===== src/rtl/class_sum_accumulator.sv =====
// Streams clause chunks class by class and accumulates one signed vote per class.
// Optional macro CSUM_SATURATE_EN clamps each add instead of wrapping.
module class_sum_accumulator #(
    parameter int CLASS_NUM         = 10,
    parameter int CLAUSES_PER_CLASS = 100,
    parameter int CHUNK_WIDTH       = 4,
    parameter int WEIGHT_LENGTH     = 14
) (
    input  logic                            clk,
    input  logic                            rst_n,
    input  logic                            clause_valid,
    output logic                            clause_ready,
    input  logic [CHUNK_WIDTH-1:0]          clause_data,
    input  logic                            clause_last,
    output logic signed [WEIGHT_LENGTH-1:0] c_sum [CLASS_NUM],
    output logic                            its_business_time,
    output logic                            frame_err
);

    localparam int BEATS = CLAUSES_PER_CLASS / CHUNK_WIDTH;
    localparam int BW    = (BEATS > 1) ? $clog2(BEATS) : 1;
    localparam int CLW   = (CLASS_NUM > 1) ? $clog2(CLASS_NUM) : 1;
`ifdef CSUM_SATURATE_EN
    localparam int SW    = WEIGHT_LENGTH + 1;
    localparam logic signed [SW-1:0] SMAX =
        SW'((1 <<< (WEIGHT_LENGTH - 1)) - 1);
    localparam logic signed [SW-1:0] SMIN =
        SW'(-(1 <<< (WEIGHT_LENGTH - 1)));
`else
    localparam int SW    = WEIGHT_LENGTH;
`endif

    typedef enum logic [1:0] {
        IDLE  = 2'd0,
        ACCUM = 2'd1,
        HOLD  = 2'd2,
        DONE  = 2'd3
    } state_e;

    state_e state_q, state_d;

    logic [BW-1:0]  beat_q, beat_d;
    logic [CLW-1:0] cls_q, cls_d;

    logic signed [WEIGHT_LENGTH-1:0] acc_q  [CLASS_NUM];
    logic signed [WEIGHT_LENGTH-1:0] acc_d  [CLASS_NUM];
    logic signed [WEIGHT_LENGTH-1:0] csum_q [CLASS_NUM];

    logic ready_q, ready_d;
    logic bt_q, bt_d;
    logic err_q, err_d;

    logic accept;
    logic beat_last;
    logic class_last;
    logic frame_end;

    logic signed [SW-1:0]            delta;
    logic signed [SW-1:0]            base;
    logic signed [SW-1:0]            sum_ext;
    logic signed [WEIGHT_LENGTH-1:0] sum_nxt;

    assign accept     = clause_valid && ready_q;
    assign beat_last  = (beat_q == BW'(BEATS - 1));
    assign class_last = (cls_q == CLW'(CLASS_NUM - 1));
    assign frame_end  = accept && beat_last && class_last;

    // Vote of one chunk: even clauses count up, odd clauses count down
    always_comb begin
        delta = '0;
        for (int k = 0; k < CHUNK_WIDTH; k++) begin
            if (clause_data[k]) begin
                if ((k % 2) == 0) delta = delta + SW'(1);
                else              delta = delta - SW'(1);
            end
        end
    end

    // First beat of a class loads, later beats add onto the running sum
    always_comb begin
        base = '0;
        if (beat_q != '0) begin
`ifdef CSUM_SATURATE_EN
            base = {acc_q[cls_q][WEIGHT_LENGTH-1], acc_q[cls_q]};
`else
            base = acc_q[cls_q];
`endif
        end
        sum_ext = base + delta;
`ifdef CSUM_SATURATE_EN
        if (sum_ext > SMAX)      sum_nxt = SMAX[WEIGHT_LENGTH-1:0];
        else if (sum_ext < SMIN) sum_nxt = SMIN[WEIGHT_LENGTH-1:0];
        else                     sum_nxt = sum_ext[WEIGHT_LENGTH-1:0];
`else
        sum_nxt = sum_ext;
`endif
    end

    // Write the updated sum back into the active class slot
    always_comb begin
        acc_d = acc_q;
        if (accept) acc_d[cls_q] = sum_nxt;
    end

    // Beat/class position and sticky clause_last consistency check
    always_comb begin
        beat_d = beat_q;
        cls_d  = cls_q;
        if (accept) begin
            if (beat_last) begin
                beat_d = '0;
                cls_d  = class_last ? '0 : cls_q + CLW'(1);
            end else begin
                beat_d = beat_q + BW'(1);
            end
        end
        err_d = err_q;
        if (accept && (clause_last != (beat_last && class_last))) begin
            err_d = 1'b1;
        end
    end

    // FSM next state
    always_comb begin
        state_d = state_q;
        unique case (state_q)
            IDLE:    if (accept)    state_d = ACCUM;
            ACCUM:   if (frame_end) state_d = HOLD;
            HOLD:                   state_d = DONE;
            DONE:    if (accept)    state_d = ACCUM;
            default:                state_d = IDLE;
        endcase
    end

    // Outputs are registered from the next state so they align with it
    always_comb begin
        ready_d = (state_d != HOLD);
        bt_d    = (state_d == HOLD) || (state_d == DONE);
    end

    // State, counters, flags and accumulators
    always_ff @(posedge clk or negedge rst_n) begin
        if (!rst_n) begin
            state_q <= IDLE;
            beat_q  <= '0;
            cls_q   <= '0;
            ready_q <= 1'b0;
            bt_q    <= 1'b0;
            err_q   <= 1'b0;
            for (int i = 0; i < CLASS_NUM; i++) begin
                acc_q[i] <= '0;
            end
        end else begin
            state_q <= state_d;
            beat_q  <= beat_d;
            cls_q   <= cls_d;
            ready_q <= ready_d;
            bt_q    <= bt_d;
            err_q   <= err_d;
            acc_q   <= acc_d;
        end
    end

    // Result snapshot, taken only as the final beat lands
    always_ff @(posedge clk or negedge rst_n) begin
        if (!rst_n) begin
            for (int i = 0; i < CLASS_NUM; i++) begin
                csum_q[i] <= '0;
            end
        end else if (frame_end) begin
            csum_q <= acc_d;
        end
    end

    assign c_sum             = csum_q;
    assign clause_ready      = ready_q;
    assign its_business_time = bt_q;
    assign frame_err         = err_q;

endmodule


===== config.mk =====
export PLATFORM = sky130hd
export DESIGN_NAME = class_sum_accumulator
export DESIGN_NICKNAME = d
export VERILOG_FILES = /design/src/rtl/class_sum_accumulator.sv
export SDC_FILE = /design/constraint.sdc
export NUM_CORES = 1
export LEC_CHECK = 0
export ABC_CLOCK_PERIOD_IN_PS = 4900
export CORE_MARGIN = 1.5
export CORE_UTILIZATION = 50
export DETAILED_ROUTE_END_ITERATION = 10
export PLACE_DENSITY = 0.81
export REMOVE_ABC_BUFFERS = 1
export SYNTH_ARGS = -nofsm -noshare
export SYNTH_HDL_FRONTEND = slang
export SYNTH_SLANG_ARGS = --single-unit

===== constraint.sdc =====
create_clock -name clk -period 4.9 [get_ports clk]
set_input_delay 0.49 -clock clk [delete_from_list [all_inputs] [get_ports clk]]
set_output_delay 0.49 -clock clk [all_outputs]
set_load 0.02 [all_outputs]

==> summary.txt <==
Outcome
  • Status: finished clean

Critical path
  • Crit path max fanout: 22
  • Worst Reg-to-Reg Cells: 14
  • Kind of critical path: register to register
  • Type of origin of the critical path: register
  • Crit path capture type: register
  • Worst EP arrival: 4600 ps
  • Crit path required time: 5320 ps
  • Reg2Reg Setup Slack: 720 ps

Final layout
  • Non-Filler Instances: 1767
  • Fillers: 2036
  • Fraction of layout cells with a size suffix above 1: 11.80%
  • Nets: 1443
  • Area growth syn-to-layout: 20.39%
  • FF+latch area: 7360 µm²
  • Diode count: 0
  • Footprint of the multi-input gates: 5300 µm²

Pwr
  • PD cells: 486.0 nW/µm²
  • Maximum VDD drop: 0.3009 mV
  • Final Power: 7672 µW
  • Lkg Pwr: 0.007276 µW

Drt
  • Remaining antenna violation count after routing: 0
  • Wire per inst: 18.57 µm
  • Pre-antenna DRT Iters: 6
  • # DRC: 0
  • Via count: 10040
  • Via density: 5.683
  • Drt total wl: 32810 µm
  • DRT iter0 DRCs: 870

Timing
  • Measured slew at the worst slew-check pin: 1290 ps
  • Slew Limit Fails: 0
  • Slew Limit Headroom: 13.81%
  • Fmax: 0.2393 GHz
  • Final critical-path share of the clock period: 85.27%
  • Min Hold Slack: 108.1 ps
  • Clock Skew: 11.37 ps
  • Setup Viol. Count Final: 0
  • RSZ-0062 raised after global routing: no
  • Period minus WS final: 4178 ps
  • Setup WS post-layout: 722.0 ps
  • Final Hold Fails: 0

Min path
  • Hold Crit Class: input port to async pin

Flow run
  • Max cap viols: 0

Yosys
  • Simple-gate portion of the synthesized area: 15.72%
  • Synthesized cell area: 13110 µm²
  • Async SR Flop Fraction: 100.0%
  • Multiplexer share of the synthesized area: 9.046%
  • Xor-xnor portion of the synthesized cell area: 1.126%
  • Compound-Gate Fraction of Synth Area: 12.15%
  • Ys Warns: 0
  • Distinct cell type count after synthesis: 56
  • Synth Register Bits: 294
  • Post-Syn Instances: 1294
  • Mean Syn Cell Area: 10.13 µm²
  • Largest family of logic cells by synthesized area: simple AND/OR/NAND/NOR gates
  • Post-synth EDFFs: 0
  • Synthesized-area fraction occupied by adder cells: 2.309%
  • Post-synthesis sequential area ratio: 56.11%
  • Synth Flop Type: dfrtp_1

GRT
  • Gr ovfl total: 0
  • First-pass GRT wire length: 52790 µm
  • Number of global-route vias before repair: 10080
  • Largest net degree at the start of global routing: 140
  • Initial antenna violation count: 0
  • Total track usage: 24.93%

Clock network
  • Post-CTS Setup Inserts: 0
  • Root cell of the clock tree: clkbuf_16
  • CTS Hold Bufs: 0
  • CTS Buf Count: 29
  • Resized cells post-CTS: 0
  • H-tree levels: 1
  • Skew-Pair Late Insertion Delay: 540 ps
  • Clock-pin slew on the worst setup and hold paths: 60 ps
  • Clk sinks: 294
  • Largest buffer count on any clock path: 3
  • CTS tree: done

Placed design
  • Post-detail-place hpwl: 21020 µm
  • Final RePlAce weighted congestion: 0.8731
  • Post-Place Setup Slack: 721.8 ps
  • # port buffers: 150
  • Placed cells: 1716

Floorplan
  • Die Width: 164.9 µm
  • Die ar.: 27210 µm²
  • Die Y: 164.9 µm
  • Core area: 25910 µm²
  • IO Pins: 151
  • # rows: 59
  • Initial Util: 50.61%
per-stage QoR:
stage                     cell area (µm²)  setup TNS [ps]  utilization (%)
after floorplan                     12700          -19580                -
after global placement              14850               0            57.33
after detailed placement            14850               0            57.33
after CTS                           15790               0            60.93
after global routing                15790               0            60.93
final                               15790               0            60.93
flip-flops by register name (all words and copies together) (netlist names):
signal and cells:
clause_ready 1, c_sum 140, acc_q 140, beat_q 5, state_q 2, its_business_time 1
frame_err 1, cls_q 4
placed cells by master (no fill, tap or decap), drive strengths merged, types with 5 or more instances in the layout:
cell type	count
o31ai	9
inv	12
mux4	28
a21oi	34
nor2	108
clkbuf	40
xnor2	8
nor2b	5
ha	21
xor2	8
mux2i	6
o22ai	11
clkdlybuf4s50	149
a21o	7
or3	11
dfrtp	294
o21ai	184
clkinv	9
buf	27
nor3	7
mux2	44
nand2b	11
nand2	333
a222oi	12
nand3	20
layout make-up:
class | instances | share of cell area [%]
inverters | 13 | 0.3091
well taps | 335 | 2.655
repair buffers | 176 | 10.94
flip-flops and latches | 294 | 46.62
multi-input cells | 898 | 33.57
clock buffers | 40 | 5.366
clock inverters | 11 | 0.5390
logic make-up after synthesis:
logic type               Yosys count
multiplexers                      78
flip-flops                       294
XOR/XNOR                          16
adder cells (fa/ha/maj)           23
AND/OR/NAND/NOR                  507
buffers and inverters            102
AO/OA/AOI/OAI                    274
worst max-delay path, cell delays in order (launching register included):
cell      delay, ps
dfrtp_2         720
mux4_2          570
mux2_2          290
a222oi_1        290
nor2_1           90
ha_1            210
inv_1            80
fa_1            200
inv_1            60
a21oi_1         130
o21ai_0         130
a21oi_2         270
o21a_1          630
nor3_1          110
a211o_1         270
synth_stat cells (11+ instances only):
master    count  area share (%)
mux2_2       43             3.7
or3_1        11            0.52
a222oi_1     12            0.92
nand3_1      20            0.76
nor2_1      108             3.1
nand2b_1     11            0.52
inv_1        12            0.34
buf_2        33             1.3
mux4_2       28             4.8
ha_1         21             2.0
o21ai_0     168             6.4
nand2_1     333             9.5
clkbuf_1     47             1.3
dfrtp_1     294              56
a21oi_1      32             1.2
o22ai_1      11            0.52
per-layer routing:
| layer | track usage, % | vias up | routed length, µm | share of wire [%] |
|---|---|---|---|---|
| li1 | - | 4658 | - | - |
| met1 | 33.01 | 4916 | 13740 | 42 |
| met2 | 41.50 | 396 | 15960 | 49 |
| met3 | 4.771 | 72 | 2341 | 7.1 |
| met4 | 8.108 | 0 | 763 | 2.3 |
| met5 | 0 | - | 0 | 0 |
power breakdown:
group	switching, µW	total, µW	internal [µW]
registers	229	2960	2730
clock network	924	2180	1250
logic	1610	2530	928
final timing paths:
check / start / to
setup / recovery: cls_q[0] / acc_q[136]
hold / removal: rst_n / beat_q[3]
setup reg to reg: cls_q[0] / acc_q[136]
hold reg to reg: frame_err / frame_err
max in group asynchronous: rst_n / c_sum[57]
min in group clk: frame_err / frame_err
Note: power is estimated with default switching activity, not from simulation.
